File: config.mk
export PLATFORM = sky130hd
export DESIGN_NAME = axi_lite_master
export DESIGN_NICKNAME = d
export VERILOG_FILES = /design/src/rtl/axi_lite_master.sv
export SDC_FILE = /design/constraint.sdc
export NUM_CORES = 1
export LEC_CHECK = 0
export CAP_MARGIN = 10
export CORE_UTILIZATION = 40
export DETAILED_ROUTE_END_ITERATION = 8
export PLACE_DENSITY = 0.76
export SLEW_MARGIN = 30
export SYNTH_ARGS = -nofsm -noshare
export SYNTH_HDL_FRONTEND = slang
export SYNTH_SLANG_ARGS = --single-unit
File: constraint.sdc
create_clock -name clk -period 2.2 [get_ports clk]
set_clock_uncertainty 0.15 [all_clocks]
set_input_delay 0.44 -clock clk [delete_from_list [all_inputs] [get_ports clk]]
set_output_delay 0.44 -clock clk [all_outputs]
set_load 0.01 [all_outputs]
File: src/rtl/axi_lite_master.sv
// axi_lite_master: single-outstanding AXI-Lite initiator.
// A per-transaction timeout guarantees every accepted command gets a response.
module axi_lite_master #(
  parameter int ADDR_WIDTH = 8,
  parameter int DATA_WIDTH = 32,
  parameter int TIMEOUT    = 256
) (
  input  logic                  clk,
  input  logic                  rst,
  input  logic                  cmd_valid,
  output logic                  cmd_ready,
  input  logic                  cmd_write,
  input  logic [ADDR_WIDTH-1:0] cmd_addr,
  input  logic [DATA_WIDTH-1:0] cmd_wdata,
  output logic                  rsp_valid,
  input  logic                  rsp_ready,
  output logic [DATA_WIDTH-1:0] rsp_rdata,
  output logic [1:0]            rsp_resp,
  output logic                  rsp_timeout,
  output logic [ADDR_WIDTH-1:0] m_axi_awaddr,
  output logic                  m_axi_awvalid,
  input  logic                  m_axi_awready,
  output logic [DATA_WIDTH-1:0] m_axi_wdata,
  output logic                  m_axi_wvalid,
  input  logic                  m_axi_wready,
  input  logic [1:0]            m_axi_bresp,
  input  logic                  m_axi_bvalid,
  output logic                  m_axi_bready,
  output logic [ADDR_WIDTH-1:0] m_axi_araddr,
  output logic                  m_axi_arvalid,
  input  logic                  m_axi_arready,
  input  logic [DATA_WIDTH-1:0] m_axi_rdata,
  input  logic [1:0]            m_axi_rresp,
  input  logic                  m_axi_rvalid,
  output logic                  m_axi_rready
);

  localparam int CW = (TIMEOUT > 0) ? $clog2(TIMEOUT + 1) : 1;
  localparam logic [CW-1:0] CNT_MAX  = CW'(TIMEOUT);
  localparam logic [CW-1:0] CNT_LAST =
    (TIMEOUT > 0) ? CW'(TIMEOUT - 1) : '0;

  typedef enum logic [2:0] {
    IDLE, WR_REQ, WR_RESP, RD_REQ, RD_RESP, RSP
  } state_t;

  typedef struct packed {
    logic [ADDR_WIDTH-1:0] awaddr;
    logic                  awvalid;
    logic [DATA_WIDTH-1:0] wdata;
    logic                  wvalid;
    logic                  bready;
    logic [ADDR_WIDTH-1:0] araddr;
    logic                  arvalid;
    logic                  rready;
    logic                  rsp_valid;
    logic [DATA_WIDTH-1:0] rsp_rdata;
    logic [1:0]            rsp_resp;
    logic                  rsp_timeout;
  } out_t;

  state_t        state, state_n;
  out_t          q, d;
  logic [CW-1:0] cnt;
  logic          accept, in_axi, tmo, done;

  assign cmd_ready = (state == IDLE) && !rst;
  assign accept    = cmd_valid && cmd_ready;
  assign in_axi    = (state == WR_REQ) || (state == WR_RESP) ||
                     (state == RD_REQ) || (state == RD_RESP);
  // Counter saturates, so a phase entered after a late completion
  // still expires on its first cycle without a beat.
  assign tmo = (TIMEOUT != 0) && in_axi && (cnt >= CNT_LAST);

  always_comb begin
    done = 1'b0;
    unique case (state)
      WR_REQ:  done = (!q.awvalid || m_axi_awready) &&
                      (!q.wvalid || m_axi_wready);
      WR_RESP: done = m_axi_bvalid;
      RD_REQ:  done = m_axi_arready;
      RD_RESP: done = m_axi_rvalid;
      default: done = 1'b0;
    endcase
  end

  always_ff @(posedge clk) begin
    if (rst) begin
      state <= IDLE;
      q     <= '0;
      cnt   <= '0;
    end else begin
      state <= state_n;
      q     <= d;
      if (accept || TIMEOUT == 0)
        cnt <= '0;
      else if (in_axi && cnt != CNT_MAX)
        cnt <= cnt + 1'b1;
    end
  end

  always_comb begin
    state_n = state;
    unique case (state)
      IDLE:    if (accept)
                 state_n = cmd_write ? WR_REQ : RD_REQ;
      WR_REQ:  if (done)     state_n = WR_RESP;
               else if (tmo) state_n = RSP;
      WR_RESP: if (done || tmo) state_n = RSP;
      RD_REQ:  if (done)     state_n = RD_RESP;
               else if (tmo) state_n = RSP;
      RD_RESP: if (done || tmo) state_n = RSP;
      RSP:     if (rsp_ready) state_n = IDLE;
      default: state_n = IDLE;
    endcase
  end

  function automatic out_t expire(input out_t o);
    out_t r;
    r             = o;
    r.awvalid     = 1'b0;
    r.wvalid      = 1'b0;
    r.bready      = 1'b0;
    r.arvalid     = 1'b0;
    r.rready      = 1'b0;
    r.rsp_valid   = 1'b1;
    r.rsp_rdata   = '0;
    r.rsp_resp    = 2'b10;
    r.rsp_timeout = 1'b1;
    return r;
  endfunction

  always_comb begin
    d = q;
    unique case (state)
      IDLE: begin
        if (accept) begin
          d.awaddr  = cmd_addr;
          d.araddr  = cmd_addr;
          d.wdata   = cmd_wdata;
          d.awvalid = cmd_write;
          d.wvalid  = cmd_write;
          d.arvalid = !cmd_write;
        end
      end
      WR_REQ: begin
        d.awvalid = q.awvalid && !m_axi_awready;
        d.wvalid  = q.wvalid && !m_axi_wready;
        if (done)     d.bready = 1'b1;
        else if (tmo) d = expire(q);
      end
      WR_RESP: begin
        if (done) begin
          d.bready      = 1'b0;
          d.rsp_valid   = 1'b1;
          d.rsp_rdata   = '0;
          d.rsp_resp    = m_axi_bresp;
          d.rsp_timeout = 1'b0;
        end else if (tmo) begin
          d = expire(q);
        end
      end
      RD_REQ: begin
        if (done) begin
          d.arvalid = 1'b0;
          d.rready  = 1'b1;
        end else if (tmo) begin
          d = expire(q);
        end
      end
      RD_RESP: begin
        if (done) begin
          d.rready      = 1'b0;
          d.rsp_valid   = 1'b1;
          d.rsp_rdata   = m_axi_rdata;
          d.rsp_resp    = m_axi_rresp;
          d.rsp_timeout = 1'b0;
        end else if (tmo) begin
          d = expire(q);
        end
      end
      RSP: if (rsp_ready) d.rsp_valid = 1'b0;
      default: d = q;
    endcase
  end

  assign m_axi_awaddr  = q.awaddr;
  assign m_axi_awvalid = q.awvalid;
  assign m_axi_wdata   = q.wdata;
  assign m_axi_wvalid  = q.wvalid;
  assign m_axi_bready  = q.bready;
  assign m_axi_araddr  = q.araddr;
  assign m_axi_arvalid = q.arvalid;
  assign m_axi_rready  = q.rready;
  assign rsp_valid     = q.rsp_valid;
  assign rsp_rdata     = q.rsp_rdata;
  assign rsp_resp      = q.rsp_resp;
  assign rsp_timeout   = q.rsp_timeout;

endmodule

==> impl_results.md, run 1 <==
* Routed Antenna Nets at 0
* Port buffer count at approximately 180
* Largest net degree at the start of global routing at 38
* Finished Layout Cells at between 900 and 1,000
* Fmax achieved at 434.3 MHz
* Reg area at around 2000 sq um
* Pwr Density at 1278 nW/um^2
* GRT Total Usage at between 20 and 25%
* CP max FO at 17
* Setup WS post-layout at -0.1024 ns
* Clock buffer count from CTS at 9
* Hold slack at approximately 0.3 ns
* Vias per inst at 5.454
* Worst-Skew Late Latency at ~0.35 ns
* Async S/R FF share, synth at 0%
* Initial core utilization at 41.37%
* Crit path launch type: flip-flop
* First-pass GRT wire length at 24.54 mm
* Syn Inst Count at between 500 and 600
* Synth cell count leaders: nand2_1, dfxtp_1, a21oi_1
* #FFs+latches synth at between 100 and 150
* Pre-antenna DRT Iters at 6
* Final Hold Fails at 0
* DRC at 0
* Clock sink total at roughly 100
* CTS max path bufs at 2
* Number of flops mapped to enable cells by yosys at 0
* Worst-Margin Slew at a little under 0.5 ns
* Clock-pin slew on the worst setup and hold paths at roughly 0.070 ns
* Internal power at ~5.9 mW
* Hold_buf cts at 0
* Via count at roughly 5,200
* Initial antenna violation count at 0
* Inst Count DP at between 900 and 1,000
* Final period util at 104.7%
* Crit end category: flip-flop
* Seq/Total Area, Yosys at 42.62%
* Core area at roughly 11,000 sq um
* Worst EP required at approximately 2.3 ns
* Row Count at 39
* Sequential share of power at 24.8%
* Failing checks: setup timing
* IO Pins at 176
* Drt total wl at 15.60 mm
* Avg Inst Size Synth at a little over 8 sq um
* Fin Setup TNS at -1.703 ns
* Main synth FF type: dfxtp_1
* Top cell type's share of synthesized area at a little over two fifths
* Leading area contributor after synthesis: dfxtp_1
* Ranking of synthesized cells by area: dfxtp_1, nand2_1, a21oi_1, a221o_1, a221oi_1
* Initial drt markers at 627
* Die extent in x at between 100 and 150 um
* Max-slew headroom at roughly 67%
* Status: finished with violations
* # setup viols final at 19
* Vias in the first global route at between 5,000 and 6,000
* Net Count, Synth at around 670
* Worst min-delay path category: flip-flop to flip-flop
* Most frequent cell after synthesis: nand2_1
* Synth cell types at 65
* Fin. max-slew vios at 0
* P_sw at 4.059 mW
* Wire per inst at 16.32 um
* LEAKAGE at approximately 2.9 nW
* Post-synthesis cell area at 4745 sq um
* Share of layout cells above drive strength 1 at about 20%
* Synth Warn # at 0
* IR drop worst, VDD at approximately 1000 uV
* Die ar. at ~12,000 sq um
* CTS root buffer: clkbuf_16
* Layout Nets at approximately 900
* RSZ-0062 raised after global routing: yes
* Clock power share at 16.2%
* Area of the multi-input gates at 2704 sq um
* Worst EP arrival at 2.39 ns
* GP Congestion at between 0.9 and 1
* Crit Path Category: flip-flop to flip-flop
* DP HPWL at 11.04 mm
* Diodes inserted at 0
* Area delta synth->final at 63.74%
* Max cap viols at 0
* # fillers at approximately 900
* Fin crit period at between 2 and 2.5 ns
* Combinational share of power at between 50% and 60%
* H-tree levels at 3
* Die Ht at between 100 and 150 um
* Power, Total at about 10 mW
* GRT overflow at 0
* Util after Layout at 67.75%
* CTS tree: done
* Switching share of total power at between 40 and 50%
## path summary, 6_finish.rpt
kind | endpoint | startpoint | slack (ns) | cells past startpoint
worst max-delay path | rsp_rdata[18]$_SDFFE_PP0P_ | cnt[3]$_SDFFE_PP0P_ | -0.10 | 9
worst min-delay path | m_axi_araddr[7]$_SDFFE_PP0P_ | m_axi_araddr[7]$_SDFFE_PP0P_ | 0.30 | 2
worst min register to register | m_axi_araddr[7]$_SDFFE_PP0P_ | m_axi_araddr[7]$_SDFFE_PP0P_ | 0.30 | 2
worst max register to register | rsp_rdata[18]$_SDFFE_PP0P_ | cnt[3]$_SDFFE_PP0P_ | -0.10 | 9
## placed cells by master, fill, tap and decap left out, types with 8 or more instances in the layout
master / netlist / layout
inv_1: 15 / 15
nor2_1: 20 / 19
dfxtp_1: 101 / 94
clkbuf_16: 0 / 10
a221o_1: 18 / 18
and3_1: 19 / 18
nand3_1: 10 / 9
nand2_1: 136 / 134
o21ai_0: 22 / 11
o211ai_1: 8 / 8
a21oi_1: 74 / 73
clkdlybuf4s50_1: 0 / 173
nand2b_1: 9 / 9
o21ai_1: 0 / 10
buf_4: 2 / 76
a221oi_2: 0 / 13
## state kept, by name (all words and copies together) (netlist names)
| register | count |
|---|---|
| rsp_resp | 2 |
| rsp_valid | 1 |
| m_axi_rready | 1 |
| state | 3 |
| m_axi_awvalid | 1 |
| rsp_timeout | 1 |
| rsp_rdata | 32 |
| cnt | 9 |
| m_axi_bready | 1 |
| m_axi_wdata | 32 |
| m_axi_araddr | 8 |
| m_axi_arvalid | 1 |
| m_axi_awaddr | 8 |
| m_axi_wvalid | 1 |
## cell type report
type                    instances  area share, %
clock buffers                  14          3.801
clock inverters                 2         0.1611
inverters                      15         0.7248
multi-input cells             419          34.80
flip-flops and latches        101          26.17
well taps                     143          2.303
repair buffers                262          32.03
## metal layers
layer | global-route usage (%) | wire length, um | up-vias | share of wire [%]
li1 | - | - | 2536 | -
met1 | 29.69 | 6632 | 2463 | 43
met2 | 41.57 | 7645 | 196 | 49
met3 | 6.561 | 1095 | 19 | 7.0
met4 | 7.911 | 230 | 0 | 1.5
met5 | 0 | 0 | - | 0
## power by group through the flow
| stage | clock network [mW] | logic (mW) | registers, mW |
|---|---|---|---|
| CTS | 1.64 | 5.35 | 2.45 |
| global placement | 0 | 5.12 | 2.47 |
| detailed placement | 0 | 5.23 | 2.49 |
| global route | 1.72 | 6.27 | 2.51 |
| floorplan | 0 | 2.59 | 2.64 |
| finish | 1.61 | 5.86 | 2.46 |
## critical path, cell delays in order (launching register included)
cell	delay, ns
dfxtp_2	0.33
and3_4	0.19
nand2_2	0.06
nor2_2	0.11
ha_2	0.21
a311oi_4	0.06
a211o_2	0.33
a32o_2	0.26
buf_12	0.15
a221o_1	0.31
## kinds of logic (layout without fill, tap and decap cells)
group / after synthesis / count (layout) / synth area share (%)
buffers and inverters: 58 / 293 / 5.669
XOR/XNOR: 8 / 8 / 1.477
flip-flops: 101 / 101 / 42.62
adder cells (fa/ha/maj): 5 / 5 / 1.319
AND/OR/NAND/NOR: 222 / 222 / 21.78
multiplexers: 2 / 2 / 0.4220
AO/OA/AOI/OAI: 182 / 182 / 26.71
## through the flow
stage	area, sq um	setup slack, ns
finish	7769	-0.1024
global route	7769	-0.1529
CTS	7545	-0.07643
detailed placement	7186	-0.3005
global placement	7186	-0.2774
floorplan	4778	-0.1843
## what timing repair did
action,in CTS,in global routing
pin swaps,12,15
setup endpoints to repair,25,51
setup buffers,2,4
resized for setup,22,40
hold endpoints to repair,0,0
Power figures use the tool's default switching activity.
==> run 2: changes to the inputs <==
- CORE_MARGIN: not set -> 10
==> run 2 against run 1 <==
Effect of this change: the flow still finishes with violations (setup timing); routed wire length up 9.3%; final cell count grew 0.10%; register-to-register slack is essentially flat; clock power barely moved; flip-flop and latch count did not move; core utilization down 1.5 points; worst hold slack improved by 0.0037 ns; setup slack improved by 0.0048 ns; global-route usage is 4.6 points lower; critical endpoint is now state[2]$_SDFFE_PP0P_; largest power group unchanged.
==> impl_results.md, run 2 (synthesis results as in run 1) <==
* Status: finished with violations (unchanged)
* Failing checks: setup timing (unchanged)
* Initial antenna violation count at 0 (unchanged)
* Max-slew headroom at 57.67% (was 67.20%)
* Hold path cells at 2 (unchanged)
* Vias per inst at 5.517 (was 5.454)
* Most frequent cells in the layout: clkdlybuf4s50_1, nand2_1, dfxtp_1 (unchanged)
* Drt total wl at 17.05 mm (was 15.60 mm)
* CTS max path bufs at 2 (unchanged)
* Clock sink total at 101 (unchanged)
* Commonest non-fill, non-tap cell in the layout: clkdlybuf4s50_1 (unchanged)
* Pre-antenna DRT Iters at 5 (was 6)
* Largest net degree at the start of global routing at 61 (was 38)
* Clock buffer count from CTS at 9 (unchanged)
* Hold slack at 0.3043 ns (was 0.3006 ns)
* # setup viols final at 20 (was 19)
* Detail Route met3 WL at 1.395 mm (was 1.095 mm)
* Fmax achieved at 435.3 MHz (was 434.3 MHz)
* Worst EP arrival at 2.39 ns (about the same)
* Metal2 WL at 8.124 mm (was 7.645 mm)
* Crit path launch type: flip-flop (unchanged)
* Port buffer count at 175 (unchanged)
* Delay-heaviest family, CP: compound AO/OA/AOI/OAI gates (unchanged)
* Worst EP required at 2.29 ns (was 2.28 ns)
* Vias in the first global route at 5,222 (was 5,096)
* Setup WS post-layout at -0.09753 ns (was -0.1024 ns)
* IO Pins at 176 (unchanged)
* Crit Reg-Reg Endpoint: state[2]$_SDFFE_PP0P_ (was rsp_rdata[18]$_SDFFE_PP0P_)
* Wl on met1 at 7.319 mm (was 6.632 mm)
* CP max FO at 3 (was 17)
* Inst Count DP at 937 (was 935)
* Fin crit period at 2.298 ns (was 2.302 ns)
* Reg2reg start: cnt[0]$_SDFFE_PP0P_ (was cnt[3]$_SDFFE_PP0P_)
* Die extent in x at 128.9 um (was 110.9 um)
* Crit Path Category: flip-flop to flip-flop (unchanged)
* CTS root buffer: clkbuf_16 (unchanged)
* DP HPWL at 12.55 mm (was 11.04 mm)
* GRT overflow at 0 (unchanged)
* RSZ-0062 raised after global routing: yes (unchanged)
* IR drop worst, VDD at 564.5 uV (was 1048 uV)
* Util after Layout at 66.28% (was 67.75%)
* Final period util at 104.4% (was 104.7%)
* Finished Layout Cells at 957 (was 956)
* Pwr Density at 1266 nW/um^2 (was 1278 nW/um^2)
* CP max stage cell: a311o_1 (was dfxtp_2)
* Via count at 5,280 (was 5,214)
* CP dominant cell by count: buf_4
* CTS tree: done (unchanged)
* Clock-pin slew on the worst setup and hold paths at 0.07 ns (about the same)
* Min-delay src: m_axi_wdata[17]$_SDFFE_PP0P_ (was m_axi_araddr[7]$_SDFFE_PP0P_)
* # fillers at 972 (was 894)
* Initial drt markers at 313 (was 627)
* Worst min-delay path category: flip-flop to flip-flop (unchanged)
* LEAKAGE at 2.896 nW (was 2.918 nW)
* H-tree levels at 3 (unchanged)
* Die Ht at 128.9 um (was 110.9 um)
* Hold_buf cts at 0 (unchanged)
* Highest routed layer: met4 (unchanged)
* Core area at 11,520 sq um (was 11,470 sq um)
* Routed Antenna Nets at 0 (unchanged)
* Critical path buffer and inverter count at 3 (was 1)
* FF-to-FF setup slack at -0.1 ns (was -0.10 ns)
* Min-Delay Endpoint: m_axi_wdata[17]$_SDFFE_PP0P_ (was m_axi_araddr[7]$_SDFFE_PP0P_)
* Area delta synth->final at 60.86% (was 63.74%)
* Layout Nets at 900 (was 899)
* Initial core utilization at 41.20% (was 41.37%)
* Worst-Margin Slew at 0.6350 ns (was 0.4920 ns)
* Pre-CTS setup slack at -0.3148 ns (was -0.3005 ns)
* DRC at 0 (unchanged)
* Fin. max-slew vios at 0 (unchanged)
* First-pass GRT wire length at 26.90 mm (was 24.54 mm)
* Crit-path max cell delay at 0.36 ns (was 0.33 ns)
* Max cap viols at 0 (unchanged)
* Final Hold Fails at 0 (unchanged)
* Worst-Skew Late Latency at 0.35 ns (about the same)
* Worst Reg-to-Reg Cells at 11 (was 9)
* Share of layout cells above drive strength 1 at 17.57% (was 19.56%)
* Row Count at 39 (unchanged)
* Crit end category: flip-flop (unchanged)
* GRT Total Usage at 19.74% (was 24.38%)
* Wire per inst at 17.82 um (was 16.32 um)
* Worst-path cell chain: ha_4, nand3_2, nor2_2, ha_2, a311o_1, buf_4, buf_4, nand2_2, buf_4, o211ai_1, a32o_1 (was and3_4, nand2_2, nor2_2, ha_2, a311oi_4, a211o_2, a32o_2, buf_12, a221o_1)
* Diodes inserted at 0 (unchanged)
* GP Congestion at 0.9315 (was 0.9053)
* Die ar. at 16,620 sq um (was 12,300 sq um)
-- run 2: cell types whose count changed in the layout (fill, tap and decap cells not counted), sizes merged --
cell	change
clkbuf	-2
bufinv	+1
a32o	+2
buf	-1
clkinv	+1
-- run 2: worst reg2reg max path, delay by kind of cell, from the launching register on --
family                     cells  cell delay, ns
DFF                            1            0.35
buffers and inverters          3            0.47
adders and majority gates      2            0.35
AOI/OAI and AO/OA              3            0.68
and+or+nand+nor                3            0.20
-- run 2: worst max path at each step --
stage / from / slack (ns) / end / cells after the start
after CTS: cnt[5]$_SDFFE_PP0P_ / -0.11 / state[2]$_SDFFE_PP0P_ / 11
after detailed placement: m_axi_bvalid / -0.31 / rsp_rdata[20]$_SDFFE_PP0P_ / 7
after global placement: m_axi_awready / -0.28 / rsp_rdata[14]$_SDFFE_PP0P_ / 8
final: cnt[0]$_SDFFE_PP0P_ / -0.1 / state[2]$_SDFFE_PP0P_ / 11
after floorplan: cnt[1]$_SDFFE_PP0P_ / -0.18 / rsp_rdata[22]$_SDFFE_PP0P_ / 10
after global routing: cnt[0]$_SDFFE_PP0P_ / -0.17 / rsp_rdata[26]$_SDFFE_PP0P_ / 8
-- run 2: final cells by class --
class	count	area, sq um	area share [%]
multi-input cells	421	2605	34.13
well taps	143	178.9	2.344
clock buffers	12	246.5	3.230
flip-flops and latches	101	2033	26.64
inverters	15	56.30	0.7377
clock inverters	4	47.55	0.6230
repair buffers	261	2465	32.30
-- run 2: what timing repair did --
action | CTS | global route
hold endpoints to repair | 0 | 0
setup endpoints to repair | 27 | 44
buffers inserted | 1 | 2
gates resized for setup | 15 | 18
pin swaps | 11 | 18
gates cloned | 2 | 0
-- run 2: routing by layer --
metal	vias up	global-route usage, %
met5	-	0
met2	215	31.89
li1	2548	-
met1	2499	24.84
met3	18	5.462
met4	0	6.756
-- run 2: per-stage QoR --
stage / power (mW) / instance area (sq um) / setup TNS, ns
2_1_floorplan: 5.230 / 4778 / -2.510
6_report: 9.662 / 7632 / -1.238
5_1_grt: 10.27 / 7632 / -4.267
4_1_cts: 9.480 / 7548 / -2.208
3_5_place_dp: 7.791 / 7209 / -15.17
3_3_place_gp: 7.702 / 7209 / -14.18
-- run 2: power breakdown --
group	internal [mW]	total [mW]	switching, mW
logic	2.65	5.61	2.96
clock network	0.910	1.59	0.677
registers	2.23	2.46	0.231
==> run 3: changes to the inputs <==
--- a/config.mk
+++ b/config.mk
@@ -11,3 +11,3 @@
 export DETAILED_ROUTE_END_ITERATION = 8
-export PLACE_DENSITY = 0.76
+export PLACE_DENSITY = 0.73
 export SLEW_MARGIN = 30
==> constraint.sdc (replaced) <==
create_clock -name clk -period 2.3 [get_ports clk]
set_clock_uncertainty 0.15 [all_clocks]
set_input_delay 0.345 -clock clk [delete_from_list [all_inputs] [get_ports clk]]
set_output_delay 0.345 -clock clk [all_outputs]
set_load 0.01 [all_outputs]
==> run 3 against run 2 <==
Effect of this change: the flow now finishes without violations; critical path type unchanged; routed wire length fell by 2.5%; largest power group unchanged; sequential share of layout area rose by 0.58 points; die area did not move; critical endpoint is now rsp_rdata[14]$_SDFFE_PP0P_; clock power fell by 12%; highest routed layer unchanged; final cell count fell by 1.6%.
==> impl_results.md, run 3 (synthesis results as in run 1) <==
* CP max stage cell: dfxtp_2 (was a311o_1)
* H-tree levels at 3 (unchanged)
* Final Hold Fails at 0 (unchanged)
* Clock-pin slew on the worst setup and hold paths at 0.07 ns (about the same)
* Hold_buf cts at 0 (unchanged)
* Hold slack at 0.2813 ns (was 0.3043 ns)
* Crit path launch type: flip-flop (unchanged)
* Fmax achieved at 436.4 MHz (was 435.3 MHz)
* Worst-Margin Slew at 0.6444 ns (was 0.6350 ns)
* Min-delay src: rst (was m_axi_wdata[17]$_SDFFE_PP0P_)
* # setup viols final at 0 (was 20)
* Worst min-delay path category: input pin to flip-flop (was flip-flop to flip-flop)
* Worst Reg-to-Reg Cells at 9 (was 11)
* Delay-heaviest family, CP: compound AO/OA/AOI/OAI gates (unchanged)
* LEAKAGE at 2.822 nW (was 2.896 nW)
* Wire per inst at 17.64 um (was 17.82 um)
* Row Count at 39 (unchanged)
* Worst-Skew Late Latency at 0.35 ns (about the same)
* Setup WS post-layout at 0.008534 ns (was -0.09753 ns)
* Max cap viols at 0 (unchanged)
* CP max FO at 9 (was 3)
* Pre-antenna DRT Iters at 5 (unchanged)
* Finished Layout Cells at 942 (was 957)
* Worst-path cell chain: and3_4, nand2_4, nor2_4, ha_4, a311oi_4, a211o_2, a32o_2, buf_12, a221o_1 (was ha_4, nand3_2, nor2_2, ha_2, a311o_1, buf_4, buf_4, nand2_2, buf_4, o211ai_1, a32o_1)
* Hold path cells at 2 (unchanged)
* Fin Setup TNS at 0 ns (was -1.238 ns)
* Crit-path max cell delay at 0.33 ns (was 0.36 ns)
* Fin crit period at 2.291 ns (was 2.298 ns)
* GRT overflow at 0 (unchanged)
* IO Pins at 176 (unchanged)
* Core area at 11,520 sq um (unchanged)
* Status: finished clean (was finished with violations)
* Post-placement cell area at 7112 sq um (was 7209 sq um)
* Initial drt markers at 320 (was 313)
* Max-slew headroom at 57.04% (was 57.67%)
* Reg area at 2037 sq um (was 2033 sq um)
* Vias in the first global route at 5,089 (was 5,222)
* FF-to-FF setup slack at 0.009 ns (was -0.1 ns)
* Worst EP arrival at 2.37 ns (was 2.39 ns)
* Crit Path Category: flip-flop to flip-flop (unchanged)
* CTS tree: done (unchanged)
* Routed Antenna Nets at 0 (unchanged)
* Power, Total at 8.922 mW (was 9.662 mW)
* Initial core utilization at 41.20% (unchanged)
* Critical path buffer and inverter count at 1 (was 3)
* First-pass GRT wire length at 25.83 mm (was 26.90 mm)
* Final period util at 99.63% (was 104.4%)
* Area of the multi-input gates at 2561 sq um (was 2605 sq um)
* Crit Reg-Reg Endpoint: rsp_rdata[14]$_SDFFE_PP0P_ (was state[2]$_SDFFE_PP0P_)
* Largest net degree at the start of global routing at 36 (was 61)
* Reg2reg start: cnt[5]$_SDFFE_PP0P_ (was cnt[0]$_SDFFE_PP0P_)
* Pwr Density at 1192 nW/um^2 (was 1266 nW/um^2)
* Min-Delay Endpoint: m_axi_awvalid$_SDFFE_PP0P_ (was m_axi_wdata[17]$_SDFFE_PP0P_)
* Clock sink total at 101 (unchanged)
* Area delta synth->final at 57.75% (was 60.86%)
* Vias per inst at 5.466 (was 5.517)
* Design area at 7485 sq um (was 7632 sq um)
* Most frequent cells in the layout: clkdlybuf4s50_1, nand2_1, dfxtp_1 (unchanged)
* Die extent in x at 128.9 um (unchanged)
* CTS max path bufs at 2 (unchanged)
* Initial antenna violation count at 0 (unchanged)
* DP HPWL at 12.65 mm (was 12.55 mm)
* GP Congestion at 0.9125 (was 0.9315)
* Layout Nets at 886 (was 900)
* DRC at 0 (unchanged)
* Die Ht at 128.9 um (unchanged)
* Fin. max-slew vios at 0 (unchanged)
* Util after Layout at 64.99% (was 66.28%)
* Worst EP required at 2.38 ns (was 2.29 ns)
* Clock buffer count from CTS at 9 (unchanged)
* Commonest non-fill, non-tap cell in the layout: clkdlybuf4s50_1 (unchanged)
* # fillers at 983 (was 972)
* Share of layout cells above drive strength 1 at 15.39% (was 17.57%)
* Crit end category: flip-flop (unchanged)
* Die ar. at 16,620 sq um (unchanged)
* Via count at 5,149 (was 5,280)
* Diodes inserted at 0 (unchanged)
* Inst Count DP at 924 (was 937)
* CTS root buffer: clkbuf_16 (unchanged)
* GRT Total Usage at 18.86% (was 19.74%)
* RSZ-0062 raised after global routing: yes (unchanged)
* Drt total wl at 16.62 mm (was 17.05 mm)
* Port buffer count at 175 (unchanged)
* IR drop worst, VDD at 627.1 uV (was 564.5 uV)
* Pre-CTS setup slack at -0.1179 ns (was -0.3148 ns)
[run 3: worst max path at each step]
stage / cells past startpoint / endpoint / startpoint
floorplan: 10 / rsp_rdata[22]$_SDFFE_PP0P_ / cnt[1]$_SDFFE_PP0P_
global placement: 7 / rsp_rdata[16]$_SDFFE_PP0P_ / m_axi_bvalid
detailed placement: 7 / rsp_rdata[27]$_SDFFE_PP0P_ / m_axi_bvalid
CTS: 9 / rsp_rdata[14]$_SDFFE_PP0P_ / cnt[1]$_SDFFE_PP0P_
global route: 9 / rsp_rdata[16]$_SDFFE_PP0P_ / cnt[5]$_SDFFE_PP0P_
finish: 9 / rsp_rdata[14]$_SDFFE_PP0P_ / cnt[5]$_SDFFE_PP0P_
[run 3: what timing repair did]
item                                   CTS  global route
buffers inserted                         1             1
resized for setup                        5            15
setup endpoints to repair               23            27
endpoints found under the hold margin    0             0
pin swaps                                2             2
gates cloned                             0             1
[run 3: area by class of cell]
class / count / share of cell area [%]
timing repair buffer: 249 / 31.86
tap: 143 / 2.391
clock inverter: 5 / 0.5015
inverter: 15 / 0.7523
clock buffer: 10 / 3.059
multi-input combinational: 419 / 34.22
sequential: 101 / 27.21
[run 3: power by group]
group	internal (mW)	switching (mW)
registers	2.14	0.239
clock network	0.732	0.667
logic	2.43	2.72
total	5.30	3.62
[run 3: routing by layer]
layer / track usage [%] / wire length (um) / vias up
li1: - / - / 2515
met1: 22.09 / 6965 / 2444
met2: 32.07 / 8110 / 172
met3: 5.298 / 1282 / 18
met4: 7.291 / 262 / 0
met5: 0 / 0 / -
